File: src/rtl/axis_latmon_pkg.sv
// Shared types and helpers for the AXI-Stream latency monitor.
package axis_latmon_pkg;

  // Storage widths of one statistics record. Module parameters select the
  // active (saturation) width and must not exceed these.
  localparam int LATMON_COUNT_W = 32;
  localparam int LATMON_TS_W    = 32;
  localparam int LATMON_SUM_W   = 48;

  localparam logic [LATMON_TS_W-1:0] LATMON_MIN_INIT = '1;

  typedef enum logic {ST_HEAD, ST_BODY} latmon_state_e;

  typedef struct packed {
    logic [LATMON_COUNT_W-1:0] count;
    logic [LATMON_TS_W-1:0]    min;
    logic [LATMON_TS_W-1:0]    max;
    logic [LATMON_SUM_W-1:0]   sum;
  } latmon_stats_t;

  // All-ones value of a w-bit field, held in 64 bits.
  function automatic logic [63:0] sat_max(input int w);
    return (w >= 64) ? '1 : ((64'd1 << w) - 64'd1);
  endfunction

  // a + b clamped to lim (operands are assumed <= lim).
  function automatic logic [63:0] sat_add(input logic [63:0] a, input logic [63:0] b,
                                          input logic [63:0] lim);
    logic [64:0] s;
    s = {1'b0, a} + {1'b0, b};
    return (s > {1'b0, lim}) ? lim : s[63:0];
  endfunction

endpackage

File: src/rtl/axis_latmon_stat_cell.sv
// One source's latency statistics; saturating count/sum, running min/max.
module axis_latmon_stat_cell
  import axis_latmon_pkg::*;
#(
  parameter int TS_WIDTH    = 32,
  parameter int COUNT_WIDTH = 32,
  parameter int SUM_WIDTH   = 48
)(
  input  logic                clk,
  input  logic                rst,
  input  logic                wr,
  input  logic [TS_WIDTH-1:0] lat,
  output latmon_stats_t       stats
);

  localparam logic [LATMON_TS_W-1:0] MIN_INIT = LATMON_MIN_INIT >> (LATMON_TS_W - TS_WIDTH);

  logic [LATMON_TS_W-1:0] lat_x;
  latmon_stats_t          nxt;

  assign lat_x = LATMON_TS_W'(lat);

  // Next record for a write: saturate at the configured widths.
  always_comb begin
    nxt       = stats;
    nxt.count = LATMON_COUNT_W'(sat_add(64'(stats.count), 64'd1, sat_max(COUNT_WIDTH)));
    nxt.sum   = LATMON_SUM_W'(sat_add(64'(stats.sum), 64'(lat_x), sat_max(SUM_WIDTH)));
    nxt.min   = (lat_x < stats.min) ? lat_x : stats.min;
    nxt.max   = (lat_x > stats.max) ? lat_x : stats.max;
  end

  // Record register; min starts at all-ones so the first sample always wins.
  always_ff @(posedge clk) begin
    if (rst) begin
      stats.count <= '0;
      stats.min   <= MIN_INIT;
      stats.max   <= '0;
      stats.sum   <= '0;
    end else if (wr) begin
      stats <= nxt;
    end
  end

endmodule

File: src/rtl/axis_latency_monitor.sv
// AXI-Stream sink measuring head-flit latency per source.
// Optional aggregate latency histogram: define AXIS_LATMON_HIST_EN.
module axis_latency_monitor
  import axis_latmon_pkg::*;
#(
  parameter int TDATA_WIDTH = 64,
  parameter int TID_WIDTH   = 2,
  parameter int TDEST_WIDTH = 2,
  parameter int NUM_SOURCES = 4,
  parameter int TDEST       = 0,
  parameter int TS_WIDTH    = 32,
  parameter int COUNT_WIDTH = 32,
  parameter int SUM_WIDTH   = 48
`ifdef AXIS_LATMON_HIST_EN
  ,
  parameter int HIST_BINS   = 16,
  parameter int HIST_SHIFT  = 3
`endif
)(
  input  logic                   clk,
  input  logic                   rst,
  input  logic                   enable,
  input  logic [TS_WIDTH-1:0]    ticks,
  input  logic                   axis_in_tvalid,
  output logic                   axis_in_tready,
  input  logic [TDATA_WIDTH-1:0] axis_in_tdata,
  input  logic                   axis_in_tlast,
  input  logic [TID_WIDTH-1:0]   axis_in_tid,
  input  logic [TDEST_WIDTH-1:0] axis_in_tdest,
  input  logic [TID_WIDTH-1:0]   rd_tid,
  output logic [COUNT_WIDTH-1:0] rd_count,
  output logic [TS_WIDTH-1:0]    rd_min,
  output logic [TS_WIDTH-1:0]    rd_max,
  output logic [SUM_WIDTH-1:0]   rd_sum,
  output logic [COUNT_WIDTH-1:0] total_packets,
  output logic                   error,
`ifdef AXIS_LATMON_HIST_EN
  input  logic [$clog2(HIST_BINS)-1:0] rd_bin,
  output logic [COUNT_WIDTH-1:0]       rd_hist_count,
`endif
  output logic                   busy
);

  // With a full ID space no tid can be out of range.
  localparam bit ALL_IDS = NUM_SOURCES >= (2 ** TID_WIDTH);

  latmon_state_e          state_q, state_d;
  logic [TID_WIDTH-1:0]   pkt_tid_q;
  logic                   hs, head_hs, tid_bad, err_d;
  logic [TS_WIDTH-1:0]    lat;
  logic                   s1_vld;
  logic [TID_WIDTH-1:0]   s1_tid;
  logic [TS_WIDTH-1:0]    s1_lat;
  latmon_stats_t          cell_stats [NUM_SOURCES];
  latmon_stats_t          sel;

  assign hs      = axis_in_tvalid & axis_in_tready;
  assign head_hs = hs && (state_q == ST_HEAD);
  assign tid_bad = !ALL_IDS && (int'(axis_in_tid) >= NUM_SOURCES);
  assign lat     = ticks - axis_in_tdata[TS_WIDTH-1:0];
  assign busy    = s1_vld;

  // Ready comes up one cycle after reset and then stays up.
  always_ff @(posedge clk) begin
    if (rst) axis_in_tready <= 1'b0;
    else     axis_in_tready <= 1'b1;
  end

  // Packet framing: next state and protocol error detection.
  always_comb begin
    state_d = state_q;
    err_d   = 1'b0;
    if (hs) begin
      if (axis_in_tdest != TDEST_WIDTH'(TDEST)) err_d = 1'b1;
      if (state_q == ST_HEAD) begin
        if (tid_bad) err_d = 1'b1;
        if (!axis_in_tlast) state_d = ST_BODY;
      end else begin
        if (axis_in_tid != pkt_tid_q) err_d = 1'b1;
        if (axis_in_tlast) state_d = ST_HEAD;
      end
    end
  end

  // Framing state, packet tid and sticky error.
  always_ff @(posedge clk) begin
    if (rst) begin
      state_q   <= ST_HEAD;
      pkt_tid_q <= '0;
      error     <= 1'b0;
    end else begin
      state_q <= state_d;
      if (head_hs) pkt_tid_q <= axis_in_tid;
      if (err_d)   error     <= 1'b1;
    end
  end

  // S1: capture latency of accepted, in-range head flits.
  always_ff @(posedge clk) begin
    if (rst) begin
      s1_vld <= 1'b0;
      s1_tid <= '0;
      s1_lat <= '0;
    end else begin
      s1_vld <= head_hs && enable && !tid_bad;
      s1_tid <= axis_in_tid;
      s1_lat <= lat;
    end
  end

  // S2: one statistics record per source.
  for (genvar i = 0; i < NUM_SOURCES; i++) begin : g_src
    axis_latmon_stat_cell #(
      .TS_WIDTH    (TS_WIDTH),
      .COUNT_WIDTH (COUNT_WIDTH),
      .SUM_WIDTH   (SUM_WIDTH)
    ) u_cell (
      .clk   (clk),
      .rst   (rst),
      .wr    (s1_vld && (int'(s1_tid) == i)),
      .lat   (s1_lat),
      .stats (cell_stats[i])
    );
  end

  // Aggregate packet counter, saturating.
  always_ff @(posedge clk) begin
    if (rst)                          total_packets <= '0;
    else if (s1_vld && !(&total_packets)) total_packets <= total_packets + 1'b1;
  end

  // Read select; out-of-range tid reads as all-zero.
  always_comb begin
    sel = '0;
    for (int i = 0; i < NUM_SOURCES; i++)
      if (int'(rd_tid) == i) sel = cell_stats[i];
  end

  // Registered read port.
  always_ff @(posedge clk) begin
    if (rst) begin
      rd_count <= '0;
      rd_min   <= '1;
      rd_max   <= '0;
      rd_sum   <= '0;
    end else begin
      rd_count <= COUNT_WIDTH'(sel.count);
      rd_min   <= TS_WIDTH'(sel.min);
      rd_max   <= TS_WIDTH'(sel.max);
      rd_sum   <= SUM_WIDTH'(sel.sum);
    end
  end

`ifdef AXIS_LATMON_HIST_EN
  localparam int BIN_W = $clog2(HIST_BINS);

  logic [COUNT_WIDTH-1:0] hist [HIST_BINS];
  logic [TS_WIDTH-1:0]    lat_sh;
  logic [BIN_W-1:0]       bin;

  assign lat_sh = s1_lat >> HIST_SHIFT;
  assign bin    = (lat_sh >= TS_WIDTH'(HIST_BINS - 1)) ? BIN_W'(HIST_BINS - 1) : BIN_W'(lat_sh);

  // Histogram bins over all sources, saturating, with registered read.
  always_ff @(posedge clk) begin
    if (rst) begin
      for (int b = 0; b < HIST_BINS; b++) hist[b] <= '0;
      rd_hist_count <= '0;
    end else begin
      if (s1_vld && !(&hist[bin])) hist[bin] <= hist[bin] + 1'b1;
      rd_hist_count <= hist[rd_bin];
    end
  end
`endif

endmodule

File: config.mk
export PLATFORM = sky130hd
export DESIGN_NAME = axis_latency_monitor
export DESIGN_NICKNAME = d
export VERILOG_FILES = /design/src/rtl/axis_latmon_pkg.sv /design/src/rtl/axis_latmon_stat_cell.sv /design/src/rtl/axis_latency_monitor.sv
export SDC_FILE = /design/constraint.sdc
export NUM_CORES = 2
export LEC_CHECK = 0
export BUFFER_PORTS_ARGS = -buffer_cell sky130_fd_sc_hd__buf_4
export CORE_MARGIN = 2
export CORE_UTILIZATION = 65
export DETAILED_ROUTE_END_ITERATION = 7
export GPL_ROUTABILITY_DRIVEN = 1
export HOLD_SLACK_MARGIN = 0.02
export PLACE_DENSITY_LB_ADDON = 0.05
export SYNTH_ARGS = -nofsm -noshare
export SYNTH_HDL_FRONTEND = slang
export SYNTH_SLANG_ARGS = --single-unit
File: constraint.sdc
create_clock -name clk -period 8.7 [get_ports clk]
set_input_delay 1.74 -clock clk [delete_from_list [all_inputs] [get_ports clk]]
set_output_delay 1.74 -clock clk [all_outputs]
set_load 0.02 [all_outputs]
==> metrics.yaml <==
run_status:
  status: "finished clean"
synthesis:
  syn_area_per_cell_um2: 8.68
  ys.flop_type: "dfxtp_1"
  ys_ff_latch: 792
  synth_cell_type_count: 93
  syn_area_um2: 48600
  synth_edf_count: 0
  yosysWarnings: 0
  ys_seq_area_share_pct: 32.6
  synth_fp_nets: 6125
  async_reset_ff_share_pct: 0
  synthCells: 5593
sta:
  skew_ns: 0.0279
  hold_violations: 0
  rsz0062_at_grt: "false"
  period_needed_ns: 5.05
  tightestPinTransition_ns: 1.28
  fmax_ghz: 0.198
  finalCritPeriodShare_pct: 58.1
  maxSlewViolCount: 0
  whs_ns: 0.473
  fin_tns_setup_ns: 0
  relSlewSlack_pct: 14.4
  setup_viol: 0
hold_path:
  hold_path.class: "reg2reg"
cts:
  cts_hold_buf: 0
  numCtsBuffers: 88
  htree_levels: 3
  clockRootBuffer: "clkbuf_16"
  clock_latency_ns: 0.65
  clk_pin_slew_ns: 0.06
  numClockSinks: 792
  cts_tree: "done"
  cts_buffer_depth: 3
  cts_setup_buffers: 0
  cts_resized: 0
grt:
  grt_overflow: 0
  grtUsageTotal_pct: 36.5
  first_global_vias: 40600
  grt_max_degree: 259
  grt_pass1_wl_mm: 226
  antenna_found_initial: 3
power:
  power_frac_comb_pct: 13.8
  switching_share_pct: 27.4
  fin_total_pwr_mw: 8.87
  internal_power_mw: 6.44
  powerDensity_nw_per_um2: 164
  net-switching-power_mw: 2.43
  p_leak_nw: 23.1
  ir_worst_vdd_mv: 0.157
  clkPwrFrac_pct: 43.9
  seqPwrFrac_pct: 42.3
floorplanning:
  row_count: 100
  core_area_um2: 74200
  dieHeight_um: 277
  die_x_um: 277
  die_area_um2: 76900
  num_io_pins: 286
  initial_utilization_pct: 65.5
route:
  vias: 43500
  wl_per_cell_um: 21.4
  drtAntennaViolNets: 0
  drt_iter0_drc: 4425
  drtPass1Iterations: 7
  wl_mm: 144
  drc_errors: 0
  via_per_inst: 6.44
finish:
  fin_nets: 6244
  multi_input_area_um2: 30300
  area_delta_synth_final_pct: 11.6
  fin_area_um2: 54200
  diodes: 0
  drive_gt1_share_pct: 12.2
  seq_area_um2: 15900
  n_fill_cell: 5740
  mostFrequentLayoutCell: "dfxtp_1"
  final_util_pct: 73.0
  final_cell_mix: "792 x dfxtp_1, 518 x nor2_1, 420 x ha_1, 378 x inv_1, 357 x o21ai_0"
setup_path:
  crit_path_end_kind: "flip-flop"
  worstSetupPathType: "reg2reg"
  crit_fanout: 15
  start_kind: "flip-flop"
  required_ns: 9.24
  worstPathArrival_ns: 5.59
placement:
  gp_congestion: 0.953
  port_buffers: 253
  hpwl_mm: 100
  dpl_cell_area_um2: 51200
run:
  max-cap-violations: 0
-- cell usage after synthesis, types with 15 or more instances --
| master | number | area (µm²) |
|---|---|---|
| dfxtp_1 | 792 | 15900 |
| nor2_1 | 523 | 1960 |
| ha_1 | 420 | 5260 |
| inv_1 | 378 | 1420 |
| o21ai_0 | 357 | 1790 |
| a21oi_1 | 297 | 1490 |
| nand2_1 | 284 | 1070 |
| clkbuf_1 | 235 | 882 |
| mux2i_1 | 200 | 2000 |
| nand3_1 | 178 | 891 |
| a21o_1 | 152 | 1140 |
| nor3_1 | 152 | 761 |
| and2_1 | 148 | 926 |
| mux4_2 | 143 | 3220 |
| and3_1 | 136 | 851 |
| a211oi_1 | 128 | 961 |
| nand4_1 | 113 | 707 |
| xnor2_1 | 92 | 806 |
| xor2_1 | 90 | 788 |
| a31oi_1 | 89 | 557 |
| nor4_1 | 58 | 363 |
| or2_2 | 51 | 319 |
| nand2b_1 | 49 | 307 |
| and4_1 | 36 | 315 |
| nor2b_1 | 35 | 219 |
| o21a_1 | 32 | 240 |
| buf_1 | 31 | 116 |
| a311oi_1 | 30 | 263 |
| or3_1 | 25 | 156 |
| o211ai_1 | 24 | 180 |
| o31ai_1 | 20 | 150 |
| a41oi_1 | 19 | 166 |
| o21bai_1 | 19 | 143 |
| a211o_1 | 17 | 149 |
| a221oi_1 | 16 | 140 |
| buf_2 | 16 | 80.1 |
| o22ai_1 | 15 | 93.8 |
-- power by group through the flow --
stage	Sequential, mW	Clock [mW]	Combinational (mW)
after CTS	3.74	3.92	1.20
after detailed placement	3.82	0	1.19
final	3.75	3.89	1.23
after floorplan	3.84	0	0.783
after global routing	3.75	4.07	1.34
after global placement	3.82	0	1.16
-- final timing paths --
kind | start | end | slack (ns) | depth (start not counted)
worst max-delay path | s1_lat[1]$_SDFF_PP0_ | g_src[1].u_cell.stats[44]$_SDFFE_PP0P_ | 3.65 | 11
worst min-delay path | g_src[3].u_cell.stats[55]$_SDFFE_PP0P_ | g_src[3].u_cell.stats[55]$_SDFFE_PP0P_ | 0.47 | 2
worst max register to register | s1_lat[1]$_SDFF_PP0_ | g_src[1].u_cell.stats[44]$_SDFFE_PP0P_ | 3.65 | 11
worst min register to register | g_src[3].u_cell.stats[55]$_SDFFE_PP0P_ | g_src[3].u_cell.stats[55]$_SDFFE_PP0P_ | 0.47 | 2
-- registers in the layout, summed over array words and instances (netlist names) --
signal	flops
axis_in_tready	1
s1_lat	32
pkt_tid_q	2
s1_tid	2
error	1
rd_min	32
rd_sum	48
state_q	1
rd_max	32
g_src.u_cell.stats	576
rd_count	32
busy	1
total_packets	32
-- per-layer routing --
metal	up-vias	routed length, µm	track usage, %
li1	20700	-	-
met1	20700	61900	50.8
met2	1846	63300	56.7
met3	309	14100	7.29
met4	4	5030	12.3
met5	-	24	0
-- cell type report --
cell class / instances / area share (%)
clock buffers: 119 / 4.60
multi-input cells: 4137 / 55.9
clock inverters: 41 / 0.921
well taps: 969 / 2.24
inverters: 379 / 2.64
repair buffers: 314 / 4.43
flip-flops and latches: 792 / 29.3
-- critical path, stage by stage (launching register included) --
cell and delay (ns):
dfxtp_1 0.83, inv_1 0.33, fa_1 0.49, nand2b_1 0.19
a21oi_1 0.25, o22ai_1 0.22, o21ai_1 0.45, a221oi_1 0.30
o31a_1 0.50, o21ai_1 0.90, o21ai_0 0.22, a221oi_1 0.28
-- metrics by stage --
stage | worst slack [ns] | instances
5_1_grt | 3.37 | 6751
6_report | 3.65 | 6751
3_3_place_gp | 3.77 | 6591
2_1_floorplan | 4.60 | 5593
3_5_place_dp | 3.71 | 6591
4_1_cts | 3.74 | 6751
-- cells by family (layout without fill, tap and decap cells) --
logic type | count (synthesis) | count (layout) | share of synthesized area, %
compound gates | 1334 | 1334 | 17.6
xor+xnor | 182 | 182 | 3.28
fa+ha+maj | 425 | 425 | 11.0
buf+inv | 664 | 853 | 5.21
flops | 792 | 792 | 32.6
mux | 346 | 346 | 10.9
simple gates | 1850 | 1850 | 19.4
Power figures use the tool's default switching activity.
